===== src/rtl/cpu_pkg.sv =====
// Shared encodings for the hardwired control sequencer: opcodes, IR field
// positions, sequencer states and the opcode-class helper.
package cpu_pkg;

   localparam int unsigned NUM_REGS  = 16;
   localparam int unsigned OP_W      = 5;
   localparam int unsigned REG_IDX_W = 4;
   localparam int unsigned IR_W      = 32;

   // IR field bit positions
   localparam int unsigned OP_MSB = 31;
   localparam int unsigned OP_LSB = 27;
   localparam int unsigned RA_MSB = 26;
   localparam int unsigned RA_LSB = 23;
   localparam int unsigned RB_MSB = 22;
   localparam int unsigned RB_LSB = 19;
   localparam int unsigned RC_MSB = 18;
   localparam int unsigned RC_LSB = 15;

   localparam logic [OP_W-1:0] OP_ADD  = 5'b00011;
   localparam logic [OP_W-1:0] OP_SUB  = 5'b00100;
   localparam logic [OP_W-1:0] OP_AND  = 5'b00101;
   localparam logic [OP_W-1:0] OP_OR   = 5'b00110;
   localparam logic [OP_W-1:0] OP_SHR  = 5'b00111;
   localparam logic [OP_W-1:0] OP_SHL  = 5'b01000;
   localparam logic [OP_W-1:0] OP_ROR  = 5'b01001;
   localparam logic [OP_W-1:0] OP_ROL  = 5'b01010;
   localparam logic [OP_W-1:0] OP_ADDI = 5'b01011;
   localparam logic [OP_W-1:0] OP_MUL  = 5'b01110;
   localparam logic [OP_W-1:0] OP_DIV  = 5'b01111;
   localparam logic [OP_W-1:0] OP_NEG  = 5'b10000;
   localparam logic [OP_W-1:0] OP_NOT  = 5'b10001;
   localparam logic [OP_W-1:0] OP_NOP  = 5'b11011;
   localparam logic [OP_W-1:0] OP_HALT = 5'b11100;

   typedef enum logic [3:0] {
      ST_RESET  = 4'd0,
      ST_T0     = 4'd1,
      ST_T1     = 4'd2,
      ST_T2     = 4'd3,
      ST_T3     = 4'd4,
      ST_T4     = 4'd5,
      ST_T5     = 4'd6,
      ST_T6     = 4'd7,
      ST_HALTED = 4'd8
   } state_e;

   typedef enum logic [2:0] {
      CLS_NOP    = 3'd0,
      CLS_BIN    = 3'd1,
      CLS_ADDI   = 3'd2,
      CLS_MULDIV = 3'd3,
      CLS_UNARY  = 3'd4,
      CLS_HALT   = 3'd5
   } op_class_e;

   // Map an opcode to its execute-sequence class; unknown opcodes run as nop.
   function automatic op_class_e classify(input logic [OP_W-1:0] op);
      op_class_e cls;
      case (op)
         OP_ADD, OP_SUB, OP_AND, OP_OR,
         OP_SHR, OP_SHL, OP_ROR, OP_ROL: cls = CLS_BIN;
         OP_ADDI:                        cls = CLS_ADDI;
         OP_MUL, OP_DIV:                 cls = CLS_MULDIV;
         OP_NEG, OP_NOT:                 cls = CLS_UNARY;
         OP_HALT:                        cls = CLS_HALT;
         default:                        cls = CLS_NOP;
      endcase
      return cls;
   endfunction

endpackage


===== src/rtl/control_sequencer_if.sv =====
// Control bundle between the sequencer (master) and the datapath (slave).
interface control_sequencer_if;
   import cpu_pkg::*;

   logic [IR_W-1:0]     IR;
   logic                Stop;
   logic [OP_W-1:0]     opcode;
   logic [NUM_REGS-1:0] Rin;
   logic [NUM_REGS-1:0] Rout;
   logic                PCin, IRin, MARin, MDRin, Yin, Zin, HIin, LOin;
   logic                PCout, MDRout, Zhighout, Zlowout, Cout;
   logic                Read, IncPC, Run;

   modport master (
      input  IR, Stop,
      output opcode, Rin, Rout,
      output PCin, IRin, MARin, MDRin, Yin, Zin, HIin, LOin,
      output PCout, MDRout, Zhighout, Zlowout, Cout,
      output Read, IncPC, Run
   );

   modport slave (
      output IR, Stop,
      input  opcode, Rin, Rout,
      input  PCin, IRin, MARin, MDRin, Yin, Zin, HIin, LOin,
      input  PCout, MDRout, Zhighout, Zlowout, Cout,
      input  Read, IncPC, Run
   );
endinterface


===== src/rtl/reg_select_decoder.sv =====
// 4-bit register index plus enable to a one-hot register select.
module reg_select_decoder
   import cpu_pkg::*;
(
   input  logic [REG_IDX_W-1:0] idx_i,
   input  logic                 en_i,
   output logic [NUM_REGS-1:0]  sel_o
);

   // One-hot decode, all zeros when disabled
   always_comb begin
      sel_o = '0;
      if (en_i) sel_o[idx_i] = 1'b1;
   end

endmodule


===== src/rtl/control_sequencer.sv =====
// Hardwired control unit: fetch T0-T2, opcode-dependent execute T3-T6.
// Outputs are a Moore decode of the state register and the datapath's
// latched IR; the IR is only loaded on the T2 edge, so T3 strobes cannot be
// pre-registered and are decoded directly.
module control_sequencer
   import cpu_pkg::*;
(
   input  logic                Clock,
   input  logic                clear,
   control_sequencer_if.master bus
);

   state_e              state_q, state_d;
   logic [OP_W-1:0]     op;
   logic [REG_IDX_W-1:0] ra, rb, rc;
   op_class_e           cls;
   state_e              boundary_next;
   logic [REG_IDX_W-1:0] rin_idx, rout_idx;
   logic                rin_en, rout_en;
   logic [NUM_REGS-1:0] rin_sel, rout_sel;
   logic [RC_LSB-1:0]   unused_ir;

   assign op        = bus.IR[OP_MSB:OP_LSB];
   assign ra        = bus.IR[RA_MSB:RA_LSB];
   assign rb        = bus.IR[RB_MSB:RB_LSB];
   assign rc        = bus.IR[RC_MSB:RC_LSB];
   assign unused_ir = bus.IR[RC_LSB-1:0];
   assign cls       = classify(op);

   // Where the last execute state of an instruction goes
   assign boundary_next = bus.Stop ? ST_HALTED : ST_T0;

   // State register, async clear to RESET
   always_ff @(posedge Clock or posedge clear) begin
      if (clear) state_q <= ST_RESET;
      else       state_q <= state_d;
   end

   // Next-state and control-strobe decode
   always_comb begin
      state_d      = state_q;
      bus.opcode   = '0;
      bus.PCin     = 1'b0;
      bus.IRin     = 1'b0;
      bus.MARin    = 1'b0;
      bus.MDRin    = 1'b0;
      bus.Yin      = 1'b0;
      bus.Zin      = 1'b0;
      bus.HIin     = 1'b0;
      bus.LOin     = 1'b0;
      bus.PCout    = 1'b0;
      bus.MDRout   = 1'b0;
      bus.Zhighout = 1'b0;
      bus.Zlowout  = 1'b0;
      bus.Cout     = 1'b0;
      bus.Read     = 1'b0;
      bus.IncPC    = 1'b0;
      bus.Run      = 1'b0;
      rin_idx      = ra;
      rin_en       = 1'b0;
      rout_idx     = rb;
      rout_en      = 1'b0;

      case (state_q)
         ST_RESET: begin
            state_d = ST_T0;
         end
         ST_T0: begin
            state_d   = ST_T1;
            bus.Run   = 1'b1;
            bus.PCout = 1'b1;
            bus.MARin = 1'b1;
            bus.IncPC = 1'b1;
            bus.Zin   = 1'b1;
         end
         ST_T1: begin
            state_d     = ST_T2;
            bus.Run     = 1'b1;
            bus.Zlowout = 1'b1;
            bus.PCin    = 1'b1;
            bus.Read    = 1'b1;
            bus.MDRin   = 1'b1;
         end
         ST_T2: begin
            state_d    = ST_T3;
            bus.Run    = 1'b1;
            bus.MDRout = 1'b1;
            bus.IRin   = 1'b1;
         end
         ST_T3: begin
            bus.Run = 1'b1;
            case (cls)
               CLS_HALT: state_d = ST_HALTED;
               CLS_NOP:  state_d = boundary_next;
               default:  state_d = ST_T4;
            endcase
            case (cls)
               CLS_BIN, CLS_ADDI: begin
                  rout_idx = rb;
                  rout_en  = 1'b1;
                  bus.Yin  = 1'b1;
               end
               CLS_MULDIV: begin
                  rout_idx = ra;
                  rout_en  = 1'b1;
                  bus.Yin  = 1'b1;
               end
               CLS_UNARY: begin
                  rout_idx   = rb;
                  rout_en    = 1'b1;
                  bus.opcode = op;
                  bus.Zin    = 1'b1;
               end
               default: ;
            endcase
         end
         ST_T4: begin
            bus.Run = 1'b1;
            state_d = (cls == CLS_UNARY) ? boundary_next : ST_T5;
            case (cls)
               CLS_BIN: begin
                  rout_idx   = rc;
                  rout_en    = 1'b1;
                  bus.opcode = op;
                  bus.Zin    = 1'b1;
               end
               CLS_ADDI: begin
                  bus.Cout   = 1'b1;
                  bus.opcode = OP_ADD;
                  bus.Zin    = 1'b1;
               end
               CLS_MULDIV: begin
                  rout_idx   = rb;
                  rout_en    = 1'b1;
                  bus.opcode = op;
                  bus.Zin    = 1'b1;
               end
               CLS_UNARY: begin
                  rin_idx     = ra;
                  rin_en      = 1'b1;
                  bus.Zlowout = 1'b1;
               end
               default: ;
            endcase
         end
         ST_T5: begin
            bus.Run     = 1'b1;
            state_d     = (cls == CLS_MULDIV) ? ST_T6 : boundary_next;
            bus.Zlowout = 1'b1;
            if (cls == CLS_MULDIV) begin
               bus.LOin = 1'b1;
            end else begin
               rin_idx = ra;
               rin_en  = 1'b1;
            end
         end
         ST_T6: begin
            state_d      = boundary_next;
            bus.Run      = 1'b1;
            bus.Zhighout = 1'b1;
            bus.HIin     = 1'b1;
         end
         ST_HALTED: begin
            state_d = ST_HALTED;
         end
         default: begin
            state_d = ST_RESET;
         end
      endcase
   end

   reg_select_decoder u_rin_dec (
      .idx_i (rin_idx),
      .en_i  (rin_en),
      .sel_o (rin_sel)
   );

   reg_select_decoder u_rout_dec (
      .idx_i (rout_idx),
      .en_i  (rout_en),
      .sel_o (rout_sel)
   );

   assign bus.Rin  = rin_sel;
   assign bus.Rout = rout_sel;

endmodule

===== src/flat_wrapper.sv =====
// flat-port wrapper written by rule: the top's interface ports become plain ports
module control_sequencer_flat import cpu_pkg::*;
  (Clock, clear, bus_IR, bus_Stop, bus_opcode, bus_Rin, bus_Rout, bus_PCin, bus_IRin, bus_MARin, bus_MDRin, bus_Yin, bus_Zin, bus_HIin, bus_LOin, bus_PCout, bus_MDRout, bus_Zhighout, bus_Zlowout, bus_Cout, bus_Read, bus_IncPC, bus_Run);
  control_sequencer_if bus_i ();
  input  logic Clock;
  input  logic clear;
  input wire logic [$bits(bus_i.IR)-1:0] bus_IR;
  input wire logic [$bits(bus_i.Stop)-1:0] bus_Stop;
  output wire logic [$bits(bus_i.opcode)-1:0] bus_opcode;
  output wire logic [$bits(bus_i.Rin)-1:0] bus_Rin;
  output wire logic [$bits(bus_i.Rout)-1:0] bus_Rout;
  output wire logic [$bits(bus_i.PCin)-1:0] bus_PCin;
  output wire logic [$bits(bus_i.IRin)-1:0] bus_IRin;
  output wire logic [$bits(bus_i.MARin)-1:0] bus_MARin;
  output wire logic [$bits(bus_i.MDRin)-1:0] bus_MDRin;
  output wire logic [$bits(bus_i.Yin)-1:0] bus_Yin;
  output wire logic [$bits(bus_i.Zin)-1:0] bus_Zin;
  output wire logic [$bits(bus_i.HIin)-1:0] bus_HIin;
  output wire logic [$bits(bus_i.LOin)-1:0] bus_LOin;
  output wire logic [$bits(bus_i.PCout)-1:0] bus_PCout;
  output wire logic [$bits(bus_i.MDRout)-1:0] bus_MDRout;
  output wire logic [$bits(bus_i.Zhighout)-1:0] bus_Zhighout;
  output wire logic [$bits(bus_i.Zlowout)-1:0] bus_Zlowout;
  output wire logic [$bits(bus_i.Cout)-1:0] bus_Cout;
  output wire logic [$bits(bus_i.Read)-1:0] bus_Read;
  output wire logic [$bits(bus_i.IncPC)-1:0] bus_IncPC;
  output wire logic [$bits(bus_i.Run)-1:0] bus_Run;
  assign bus_i.IR = bus_IR;
  assign bus_i.Stop = bus_Stop;
  assign bus_opcode = bus_i.opcode;
  assign bus_Rin = bus_i.Rin;
  assign bus_Rout = bus_i.Rout;
  assign bus_PCin = bus_i.PCin;
  assign bus_IRin = bus_i.IRin;
  assign bus_MARin = bus_i.MARin;
  assign bus_MDRin = bus_i.MDRin;
  assign bus_Yin = bus_i.Yin;
  assign bus_Zin = bus_i.Zin;
  assign bus_HIin = bus_i.HIin;
  assign bus_LOin = bus_i.LOin;
  assign bus_PCout = bus_i.PCout;
  assign bus_MDRout = bus_i.MDRout;
  assign bus_Zhighout = bus_i.Zhighout;
  assign bus_Zlowout = bus_i.Zlowout;
  assign bus_Cout = bus_i.Cout;
  assign bus_Read = bus_i.Read;
  assign bus_IncPC = bus_i.IncPC;
  assign bus_Run = bus_i.Run;
  control_sequencer u_core (.Clock(Clock), .clear(clear), .bus(bus_i));
endmodule

===== config.mk =====
export PLATFORM = sky130hd
export DESIGN_NAME = control_sequencer_flat
export DESIGN_NICKNAME = d
export VERILOG_FILES = /design/src/rtl/cpu_pkg.sv /design/src/rtl/control_sequencer_if.sv /design/src/rtl/reg_select_decoder.sv /design/src/rtl/control_sequencer.sv /design/src/flat_wrapper.sv
export SDC_FILE = /design/constraint.sdc
export NUM_CORES = 1
export LEC_CHECK = 0
export ABC_AREA = 0
export BUFFER_PORTS_ARGS = -buffer_cell sky130_fd_sc_hd__clkbuf_2
export CORE_MARGIN = 2
export CORE_UTILIZATION = 41
export CTS_CLUSTER_DIAMETER = 60
export DETAILED_ROUTE_END_ITERATION = 16
export GPL_TIMING_DRIVEN = 0
export PLACE_DENSITY = 0.85
export SLEW_MARGIN = 30
export SYNTH_ARGS = -nofsm -noshare
export SYNTH_HDL_FRONTEND = slang
export SYNTH_SLANG_ARGS = --single-unit

===== constraint.sdc =====
create_clock -name Clock -period 2.79 [get_ports Clock]
set_input_delay 0.1395 -clock Clock [delete_from_list [all_inputs] [get_ports Clock]]
set_output_delay 0.1395 -clock Clock [all_outputs]
set_load 0.02 [all_outputs]

---- Word-level counts from Yosys, hierarchy flattened ----
Memories as Yosys holds them, arrays and structs flattened.
Cells that the tools add are included.
cells by class
  order comparisons ....................... 4
  equality and inequality tests ........... 13
  reduce and logical (&&, ||, !) cells .... 9
  muxes and demuxes ....................... 36
operator list
  kind                                                                          count
  4-bit case mux with 9 select lines                                            1
  16-bit 2-to-1 mux                                                             2
  4-bit 2-to-1 mux                                                              5
  5-bit case mux with 2 select lines                                            2
  1-bit 2-to-1 mux                                                              17
  4-bit by 3-bit equality test with 1-bit output, second input constant         4
  4-bit case mux with 2 select lines                                            2
  4-bit by 5-bit less-than comparator with 1-bit output, second input constant  2
  1-bit demux with 4-bit select                                                 2
  4-bit by 2-bit equality test with 1-bit output, second input constant         2
  4-bit by 1-bit >= comparator with 1-bit output, second input constant         2
  7-bit OR reduction                                                            1
  3-bit by 2-bit equality test with 1-bit output, second input constant         2
  3-bit equality test, second input constant                                    2
  1-bit case mux with 2 select lines                                            3
  5-bit 2-to-1 mux                                                              1
  4-bit by 1-bit equality test with 1-bit output, second input constant         1
  4-bit equality test, second input constant                                    1
  4-bit zero test                                                               1
  2-bit OR reduction                                                            2
  4-bit OR reduction                                                            1
  3-bit by 1-bit equality test with 1-bit output, second input constant         1
  3-bit zero test                                                               1
  1-bit case mux with 3 select lines                                            1
  other kinds (2)                                                               3
storage, ports and cells
  bits in read-only memories .............. 96
  memories ................................ 1
  bits of input ports ..................... 35
  flip-flop bits (word level) ............. 4
memory list
  memory           words  bits a word  rd ports  clocked after memory_dff  write ports  line           RTL
  (no name shown)  32     3            1         0                         0            cpu_pkg.sv:60  case (op)

---- Longest topological paths before layout ----
Gate-level depths: netlist (run 1).
An unclocked memory read counts as a cell.
  depth after elaboration ................. 9
  gate-level depth with buffers ........... 8
  gate-level depth less buffers ........... 5

---- Cells and area by module ----
From an unflattened synthesis (run 1), not the netlist that was laid out.
unflattened totals
  cell total of the unflattened synthesis .. 161
  area, all modules ....................... 1072.3 um2
by module, submodules not included
  module              seq. area each (um2)  area each (um2)  cells each  instances
  control_sequencer   100.1                 837.1            115         1
  reg_select_decoder  0.0                   117.6            23          2

---- Least setup slack after synthesis (run 1) ----
Ideal clock, no wire load.
  kind .................................... reg-to-output
  start point ............................. register u_core.state_q[1]
  end point ............................... output port bus_Rout[11]
  data required time ...................... 2.651 ns
  slack ................................... 0.211 ns
  path buffers ............................ 3
  arrival ................................. 2.439 ns
  stages on the path, launching flop included .. 7
  cells stage by stage .................... dfrtp_1 clkbuf_1 or3b_2 buf_6 or4b_1 buf_6 nor4_1
on the way
  longest elaborated chain between the ends .. 7
  elaborated cells between the ends (all ways) .. 10
  classes of those cells .................. order compare (2); eq/ne (2); mux (5); reduce/logical (1)
RTL lines
  item                                                                                                                                           line                      RTL
  start, declared                                                                                                                                control_sequencer.sv:13   state_e state_q, state_d;
  start signal, assigned                                                                                                                         control_sequencer.sv:36   else state_q <= state_d;
  4-bit by 3-bit equality test with 1-bit output                                                                                                 control_sequencer.sv:64   case (state_q)
  4-bit case mux with 2 select lines                                                                                                             control_sequencer.sv:64
  4-bit by 5-bit less-than comparator with 1-bit output (not written as such) or 4-bit by 1-bit >= comparator with 1-bit output (tied branches)  reg_select_decoder.sv:13  if (en_i) sel_o[idx_i] = 1'b1;
  1-bit logical AND (not written as such)                                                                                                        reg_select_decoder.sv:13
  1-bit 2-to-1 mux (not written as such)                                                                                                         reg_select_decoder.sv:13
  1-bit demux with 4-bit select                                                                                                                  reg_select_decoder.sv:13
  16-bit 2-to-1 mux *                                                                                                                            reg_select_decoder.sv:13
  end, declared                                                                                                                                  flat_wrapper.sv:11        output wire logic [$bits(bus_i.Rout)-1:0] bus_Rout;
Every way passes the cells marked *; elsewhere a longest branch is shown, timed or not.

---- Worst setup path in the final report (run 1) ----
  start point ............................. register u_core.state_q[1]
  end point ............................... output port bus_Rout[9]
The elaborated chain is that of the path after synthesis.

==> results.yml, run 1 <==
floorplan:
  fp.dieW_um: 57.4
  die_h_um: 57.4
  start_util_pct: 42.8
  die_area_mm2: 0.00330
  num_io_pins: 88
  rows: 19
  fp.coreArea_mm2: 0.00273
logic_synthesis:
  muxShareOfSynthArea_pct: 4.60
  synth_fa_ha_area_share_pct: 0
  synth_common_cells: "nor2_1 (21), nor3_1 (12), nand2_1 (10)"
  synth.yosys.seq_area_share_pct: 8.56
  synth-xor-area-share_pct: 0
  async_reset_ff_share_pct: 100
  yosysMostFrequentCell: "nor2_1"
  synth-compound-area-share_pct: 20.3
  synth_top_family_by_area: "simple AND/OR/NAND/NOR gates"
  synth-edff-count: 0
  yosys-top-cells-area: "dfrtp_1 (8.6%), nor2_1 (6.7%), nor3_1 (5.1%)"
  synth-seq-cells: 4
  yosys.area_share.simple_pct: 54.2
  synth_nets: 188
  yosysUniqueCellTypes: 54
  syn_area_per_cell_um2: 7.65
  syn_area_mm2: 0.00117
  synth_top_area_cell: "dfrtp_1"
  synth_flop_cell: "dfrtp_1"
  yosysTopAreaCellShare_pct: 8.56
  synth_warnings: 0
  postSynthCellCount: 153
place:
  place_congestion: 0.851
  post-place-ws_ns: 0.185
  port_buffers: 68
  place_hpwl_mm: 2.69
  dp.cells: 252
routing:
  ant_nets: 0
  dr_total_vias: 1424
  finalWirelength_mm: 3.45
  drt-vias-per-instance: 5.52
  drt-initial-drc-count: 52
  firstDrtPassIters: 4
  wl_per_cell_um: 13.4
  drc_errors: 0
critical_path:
  cp-start-kind: "register"
  setup.worst_path.start: "u_core.state_q[1]$_DFF_PP0_"
  r2r-start: "u_core.state_q[3]$_DFF_PP0_"
  cp.required_ns: 2.65
  worstSetupPathType: "register to primary output"
  r2r_cells: 5
  worstPathArrival_ns: 2.52
  critPathMaxFanout: 9
  critPathCaptureType: "primary output"
clock_tree:
  numCtsBuffers: 3
  cts.htree.levels: 1
  root_buffer: "clkbuf_4"
  clk_pin_slew_ns: 0.04
  cts_buffer_depth: 2
  clkSinkCount: 4
  cts_tree: "yes"
  insertion_delay_ns: 0.25
cells_and_area:
  largest_reg_flops: 4
  fin_util_pct: 60.1
  nets: 264
  area_delta_synth_final_pct: 40.4
  top_regs: "u_core.state_q (4)"
  drive_gt1_share_pct: 52.4
  top_register: "u_core.state_q"
  final_cells: 258
  diodes: 0
status:
  status: "complete, no violations"
power_and_ir_drop:
  vdd_drop_max_mv: 0.665
  power_mw: 1.06
  pwr_density_cell_mw_per_mm2: 643
  p_leak_nw: 0.779
timing:
  worstMarginPinSlew_ns: 0.630
  period_share_pct: 95.2
  rsz0062_at_grt: "true"
  fin_ws_ns: 0.134
  relSlewSlack_pct: 57.8
  setup_viol: 0
  drv_slew: 0
  clock.fmax_mhz: 376
  fin_crit_ns: 2.66
  hold_slack_ns: 0.242
  fin_worst_skew_ns: 0.00631
  hold_viol_final: 0
flow_run:
  drv_cap: 0
grt:
  grt_pass1_wl_mm: 5.32
  grt_pass1_vias: 1220
  antenna_found_initial: 0
  grt_overflow: 0
  grt_max_degree: 11
  grt_util_all_layers_pct: 20.3
hold_path:
  holdCritStartpoint: "bus_Stop"
  hold-path-cell-count: 3
  hold_path_class: "primary input to register"
==> logic make-up (layout without fill, tap and decap cells) <==
group                  count (synthesis)  count (layout)
flip-flops                             4               4
buffers and inverters                 21              95
AO/OA/AOI/OAI                         28              28
AND/OR/NAND/NOR                       95              95
multiplexers                           5               5
==> what timing repair did <==
item                                    in CTS  in global routing
buffers inserted                             0                  3
endpoints found under the setup margin       4                 17
pin swaps                                    0                  1
hold buffers                                 1                  0
hold endpoints to repair                     4                  0
resized for setup                            1                  8
==> layout by cell type, fill, tap and decap left out, types with 2 or more instances in the layout <==
master    netlist  final
nand3b_1        3      3
mux2_2          3      3
o21ai_0         4      4
a21o_1          2      2
or2_2           3      3
clkbuf_1        4      2
clkbuf_4        0      3
a21oi_1         8      8
and4b_1         4      4
o21bai_1        2      2
dfrtp_1         4      3
nand2_1        10     10
nor4_1          4      4
nor3_1         12     12
mux2i_1         2      2
nor4b_1         5      3
buf_6           5      5
nor2_1         21     21
nand3_1         2      2
buf_2           3      3
nand2b_1        5      5
nor3b_1         3      3
buf_4           6      9
or3b_2          3      3
nor4b_2         3      5
clkbuf_2        1     70
==> through the flow <==
step	cell area [um2]	TNS [ns]
4_1_cts	1590	0
6_report	1640	0
2_1_floorplan	1170	0
3_3_place_gp	1550	0
3_5_place_dp	1550	0
5_1_grt	1640	-0.0201
==> cell type report <==
type,instances,area (um2)
clock buffers,3,22.5
inverters,1,3.75
multi-input cells,128,966
fillers,246,1090
flip-flops and latches,4,101
well taps,31,38.8
repair buffers,72,373
plain buffers,19,138
==> path summary, 6_finish.rpt <==
check                                                    to  slack [ns]
worst max-delay path                            bus_Rout[9]        0.13
worst min-delay path            u_core.state_q[3]$_DFF_PP0_        0.24
worst max register to register  u_core.state_q[2]$_DFF_PP0_        0.75
worst min register to register  u_core.state_q[3]$_DFF_PP0_        0.78
max in group asynchronous       u_core.state_q[1]$_DFF_PP0_        2.34
min in group asynchronous       u_core.state_q[2]$_DFF_PP0_        0.29
==> critical path, stage by stage, from the launching register on <==
cell and delay, ns:
dfrtp_2 0.48, or3b_2 0.50, buf_6 0.15, or4b_1 0.53, buf_6 0.16, nor4b_4 0.23, clkbuf_2 0.20
==> power by group <==
group / leakage, nW / internal [mW] / switching (mW)
logic: 0.716 / 0.361 / 0.503
clock network: 0.0138 / 0.0484 / 0.0279
registers: 0.0499 / 0.0851 / 0.0322
==> routing by layer <==
| metal | vias up | GRT usage (%) | routed length, um |
|---|---|---|---|
| met1 | 637 | 23.8 | 1380 |
| met3 | 2 | 4.99 | 318 |
| met2 | 69 | 35.6 | 1730 |
| li1 | 716 | - | - |
| met4 | 0 | 7.31 | 27 |
| met5 | - | 0 | 0 |
Note: power is estimated with default switching activity, not from simulation.
==> run 2, diff against run 1 <==
--- a/config.mk
+++ b/config.mk
@@ -10,6 +10,7 @@
 export CORE_MARGIN = 2
 export CORE_UTILIZATION = 41
 export CTS_CLUSTER_DIAMETER = 60
+export CTS_CLUSTER_SIZE = 16
 export DETAILED_ROUTE_END_ITERATION = 16
 export GPL_TIMING_DRIVEN = 0
 export PLACE_DENSITY = 0.85
==> constraint.sdc (replaced) <==
create_clock -name Clock -period 2.6 [get_ports Clock]
set_input_delay 0.13 -clock Clock [delete_from_list [all_inputs] [get_ports Clock]]
set_output_delay 0.13 -clock Clock [all_outputs]
set_load 0.02 [all_outputs]
==> results.yml, run 2 (synthesized netlist as in run 1, its figures left out) <==
status:
  status: "complete, no violations"
critical_path:
  r2r-end: "u_core.state_q[2]$_DFF_PP0_"
  cp.required_ns: 2.47
  setup.worst_path.end: "bus_Rout[2]"
  critPathCaptureType: "primary output"
  cp-start-kind: "register"
  setup.worst_path.start: "u_core.state_q[1]$_DFF_PP0_"
  r2r_cells: 6
  worstSetupPathType: "register to primary output"
  critPathMaxFanout: 8
  worstPathArrival_ns: 2.40
  rrSetupSlack_ns: 0.78
  r2r-start: "u_core.state_q[1]$_DFF_PP0_"
timing:
  hold_viol_final: 0
  relSlewSlack_pct: 65.8
  fin_worst_skew_ns: 0.00786
  rsz0062_at_grt: "true"
  fin_crit_ns: 2.53
  clock.fmax_mhz: 395
  hold_slack_ns: 0.213
  setup_viol: 0
  period_share_pct: 97.4
  setup_tns_ns: 0
  drv_slew: 0
  worstMarginPinSlew_ns: 0.510
routing:
  dr_total_vias: 1449
  drt-initial-drc-count: 44
  drt-vias-per-instance: 5.53
  wl_per_cell_um: 13.2
  wl_met3_um: 285
  firstDrtPassIters: 4
  drc_errors: 0
  ant_nets: 0
  maxUsedRoutingLayer: "met4"
  finalWirelength_mm: 3.46
  met1_length_mm: 1.48
  wl_met2_mm: 1.63
clock_tree:
  numCtsBuffers: 3
  cts.htree.levels: 1
  root_buffer: "clkbuf_4"
  clkSinkCount: 4
  insertion_delay_ns: 0.25
  cts_tree: "yes"
  cts_buffer_depth: 2
  clk_pin_slew_ns: 0.04
cells_and_area:
  top_regs: "u_core.state_q (4)"
  drive_gt1_share_pct: 54.5
  nets: 268
  diodes: 0
  finish.instance_area_mm2: 0.00171
  final_common_cell: "clkbuf_2"
  top_register: "u_core.state_q"
  area_delta_synth_final_pct: 46.0
  final_cells: 262
  fill_cells: 229
  final_cell_mix: "clkbuf_2 (68), nor2_1 (21), buf_4 (14)"
  largest_reg_flops: 4
grt:
  grt_pass1_wl_mm: 5.38
  grt_util_all_layers_pct: 20.4
  grt_max_degree: 11
  antenna_found_initial: 0
  grt_overflow: 0
  grt_pass1_vias: 1242
floorplan:
  start_util_pct: 42.8
  fp.coreArea_mm2: 0.00273
  rows: 19
  die_h_um: 57.4
  num_io_pins: 88
  fp.dieW_um: 57.4
  die_area_mm2: 0.00330
place:
  place_hpwl_mm: 2.69
  dpl_cell_area_mm2: 0.00155
  dp.cells: 252
  place_congestion: 0.851
  port_buffers: 68
power_and_ir_drop:
  p_leak_nw: 0.811
  power_mw: 1.20
  pwr_density_cell_mw_per_mm2: 700
  vdd_drop_max_mv: 0.816
flow_run:
  drv_cap: 0
hold_path:
  hold_path_class: "primary input to register"
  hold-path-cell-count: 3
-- run 2: cell types whose count changed in the layout (fill, tap and decap cells not counted), sizes merged --
cell    previous run  this run
buf               18        25
clkbuf            75        72
-- run 2: layout make-up --
class	count	area (um2)	area share [%]
plain buffers	19	145	8.50
multi-input cells	128	991	58.0
repair buffers	76	405	23.7
clock buffers	3	22.5	1.32
flip-flops and latches	4	101	5.93
inverters	1	3.75	0.220
well taps	31	38.8	2.27
-- run 2: worst min path at each step --
stage	from	to
global placement	clear	u_core.state_q[2]$_DFF_PP0_
detailed placement	clear	u_core.state_q[1]$_DFF_PP0_
floorplan	clear	u_core.state_q[0]$_DFF_PP0_
CTS	bus_Stop	u_core.state_q[3]$_DFF_PP0_
finish	bus_Stop	u_core.state_q[3]$_DFF_PP0_
global route	bus_Stop	u_core.state_q[3]$_DFF_PP0_
-- run 2: through the flow --
step / worst slack (ns) / utilization [%]
2_1_floorplan: 0.0307 / -
3_3_place_gp: 0.00419 / 56.7
3_5_place_dp: 0.00419 / 56.7
4_1_cts: 0.0358 / 60.4
5_1_grt: -0.0255 / 62.5
6_report: 0.0673 / 62.5
-- run 2: worst max-delay path, stage by stage, from the launching register on --
cell and delay, ns:
dfrtp_2 0.39, or3b_2 0.47, buf_6 0.15, or4b_1 0.53, buf_6 0.16, nor4b_2 0.23, clkbuf_2 0.21
-- run 2: repair_timing --
action / in CTS / in global routing
pin swaps: 1 / 2
hold buffers: 1 / 0
gates resized for setup: 9 / 11
hold endpoints to repair: 4 / 0
endpoints found under the setup margin: 16 / 17
buffers inserted: 5 / 2
-- run 2: metal layers --
layer	vias up	global-route usage [%]
li1	720	-
met1	658	24.3
met2	64	35.9
met3	7	3.85
met4	0	7.97
met5	-	0
-- run 2: report_power, final --
part | total (mW) | internal [mW] | switching, mW | leakage, nW
Combinational | 1.01 | 0.433 | 0.576 | 0.747
Sequential | 0.104 | 0.0912 | 0.0125 | 0.0499
Clock | 0.0834 | 0.0520 | 0.0315 | 0.0138
Total | 1.20 | 0.576 | 0.620 | 0.811
==> run 3, diff against run 2 <==
--- a/config.mk
+++ b/config.mk
@@ -8,12 +8,13 @@
 export ABC_AREA = 0
 export BUFFER_PORTS_ARGS = -buffer_cell sky130_fd_sc_hd__clkbuf_2
 export CORE_MARGIN = 2
-export CORE_UTILIZATION = 41
+export CORE_UTILIZATION = 44
+export CTS_BUF_LIST = sky130_fd_sc_hd__clkbuf_8 sky130_fd_sc_hd__clkbuf_16
 export CTS_CLUSTER_DIAMETER = 60
 export CTS_CLUSTER_SIZE = 16
 export DETAILED_ROUTE_END_ITERATION = 16
 export GPL_TIMING_DRIVEN = 0
-export PLACE_DENSITY = 0.85
+export PLACE_DENSITY = 0.9
 export SLEW_MARGIN = 30
 export SYNTH_ARGS = -nofsm -noshare
 export SYNTH_HDL_FRONTEND = slang
==> constraint.sdc (replaced) <==
create_clock -name Clock -period 2.99 [get_ports Clock]
set_input_delay 0.1495 -clock Clock [delete_from_list [all_inputs] [get_ports Clock]]
set_output_delay 0.1495 -clock Clock [all_outputs]
set_load 0.02 [all_outputs]
==> results.yml, run 3 (synthesized netlist as in run 1, its figures left out) <==
hold_path:
  hold_path_class: "primary input to register"
floorplan:
  fp.coreArea_mm2: 0.00250
  fp.dieW_um: 55.6
  start_util_pct: 46.8
  die_h_um: 55.6
  die_area_mm2: 0.00309
  rows: 18
  num_io_pins: 88
cells_and_area:
  final_cell_mix: "clkbuf_2 (69), nor2_1 (21), nor3_1 (12)"
  finish.instance_area_mm2: 0.00161
  area_delta_synth_final_pct: 37.2
  nets: 262
  largest_reg_flops: 4
  drive_gt1_share_pct: 49.3
  fin_util_pct: 64.2
  final_common_cell: "clkbuf_2"
  final_cells: 255
  diodes: 0
  top_register: "u_core.state_q"
  top_regs: "u_core.state_q (4)"
  fill_cells: 236
timing:
  clock.fmax_mhz: 360
  relSlewSlack_pct: 52.9
  fin_ws_ns: 0.211
  period_share_pct: 93.0
  worstMarginPinSlew_ns: 0.707
  drv_slew: 0
  setup_tns_ns: 0
  setup_viol: 0
  fin_crit_ns: 2.78
  hold_slack_ns: 0.276
  fin_worst_skew_ns: 0.00305
  rsz0062_at_grt: "false"
  hold_viol_final: 0
place:
  port_buffers: 68
  dpl_cell_area_mm2: 0.00155
  dp.cells: 251
  place_congestion: 0.909
  post-place-ws_ns: 0.334
  place_hpwl_mm: 2.74
routing:
  drc_errors: 0
  dr_total_vias: 1472
  wl_met3_um: 295
  firstDrtPassIters: 4
  wl_per_cell_um: 13.3
  drt-initial-drc-count: 70
  maxUsedRoutingLayer: "met4"
  met1_length_mm: 1.35
  finalWirelength_mm: 3.40
  drt-vias-per-instance: 5.77
  ant_nets: 0
  wl_met2_mm: 1.75
clock_tree:
  clkSinkCount: 4
  cts.htree.levels: 1
  root_buffer: "clkbuf_8"
  cts_buffer_depth: 2
  insertion_delay_ns: 0.22
  clk_pin_slew_ns: 0.03
  post_cts_buffers: 0
  cts_tree: "yes"
  numCtsBuffers: 3
critical_path:
  worstPathArrival_ns: 2.63
  slowest_delay_ns: 0.53
  cp_common_cell: "buf_6"
  worstSetupPathType: "register to primary output"
  critPathMaxFanout: 9
  crit_buf_inv: 4
  slowest_stage: "or4b_1"
  cp.required_ns: 2.84
  critPathCaptureType: "primary output"
  cp-start-kind: "register"
  crit_chain: "clkbuf_1 > or3b_2 > buf_6 > or4b_1 > buf_6 > nor4b_2 > clkbuf_2"
  crit_family: "simple AND/OR/NAND/NOR gates"
power_and_ir_drop:
  power_mw: 0.986
  p_leak_nw: 0.764
  pwr_density_cell_mw_per_mm2: 614
  vdd_drop_max_mv: 0.560
flow_run:
  drv_cap: 0
grt:
  grt_max_degree: 11
  grt_overflow: 0
  antenna_found_initial: 0
  grt_pass1_vias: 1218
  grt_pass1_wl_mm: 5.51
  grt_util_all_layers_pct: 21.3
status:
  status: "complete, no violations"
## run 3: cell count changes in the layout (fill, tap and decap cells not counted), moves of 2 or more
cell      previous run  this run
buf_4               14         6
clkbuf_1             1         4
clkbuf_4             3         0
clkbuf_8             0         3
nor3b_4              2         0
nor4b_1              3         5
nor4b_2              5         3
## run 3: per-layer routing
layer	track usage, %	vias up
met5	0	-
met4	4.18	0
met1	27.7	674
met3	2.58	2
met2	37.6	82
li1	-	714
## run 3: final timing paths
path	start	end	slack [ns]	cells after the start
max	u_core.state_q[1]$_DFF_PP0_	bus_Rout[2]	0.21	7
min	bus_Stop	u_core.state_q[3]$_DFF_PP0_	0.28	3
max reg2reg	u_core.state_q[3]$_DFF_PP0_	u_core.state_q[2]$_DFF_PP0_	1.02	5
min reg2reg	u_core.state_q[3]$_DFF_PP0_	u_core.state_q[3]$_DFF_PP0_	0.79	3
max in group asynchronous	clear	u_core.state_q[1]$_DFF_PP0_	2.50	3
min in group asynchronous	clear	u_core.state_q[3]$_DFF_PP0_	0.34	3
## run 3: cell type report
cell class	instances	area (um2)	area share, %
plain buffers	20	140	8.73
well taps	30	37.5	2.34
flip-flops and latches	4	100	6.24
multi-input cells	128	932	58.1
clock buffers	3	41.3	2.57
repair buffers	69	350	21.8
inverters	1	3.75	0.234
## run 3: where the power goes
| group | switching [mW] | internal [mW] |
|---|---|---|
| Combinational | 0.477 | 0.309 |
| Sequential | 0.00864 | 0.0781 |
| Clock | 0.0270 | 0.0857 |
## run 3: tightest hold or removal path, cell delays in order
cell	delay (ns)
clkbuf_2	0.12
o21ai_0	0.08
o311ai_0	0.10
## run 3: timing repair
action	CTS	global route
setup endpoints to repair	0	6
hold buffers	1	0
resized for setup	0	1
endpoints found under the hold margin	4	0
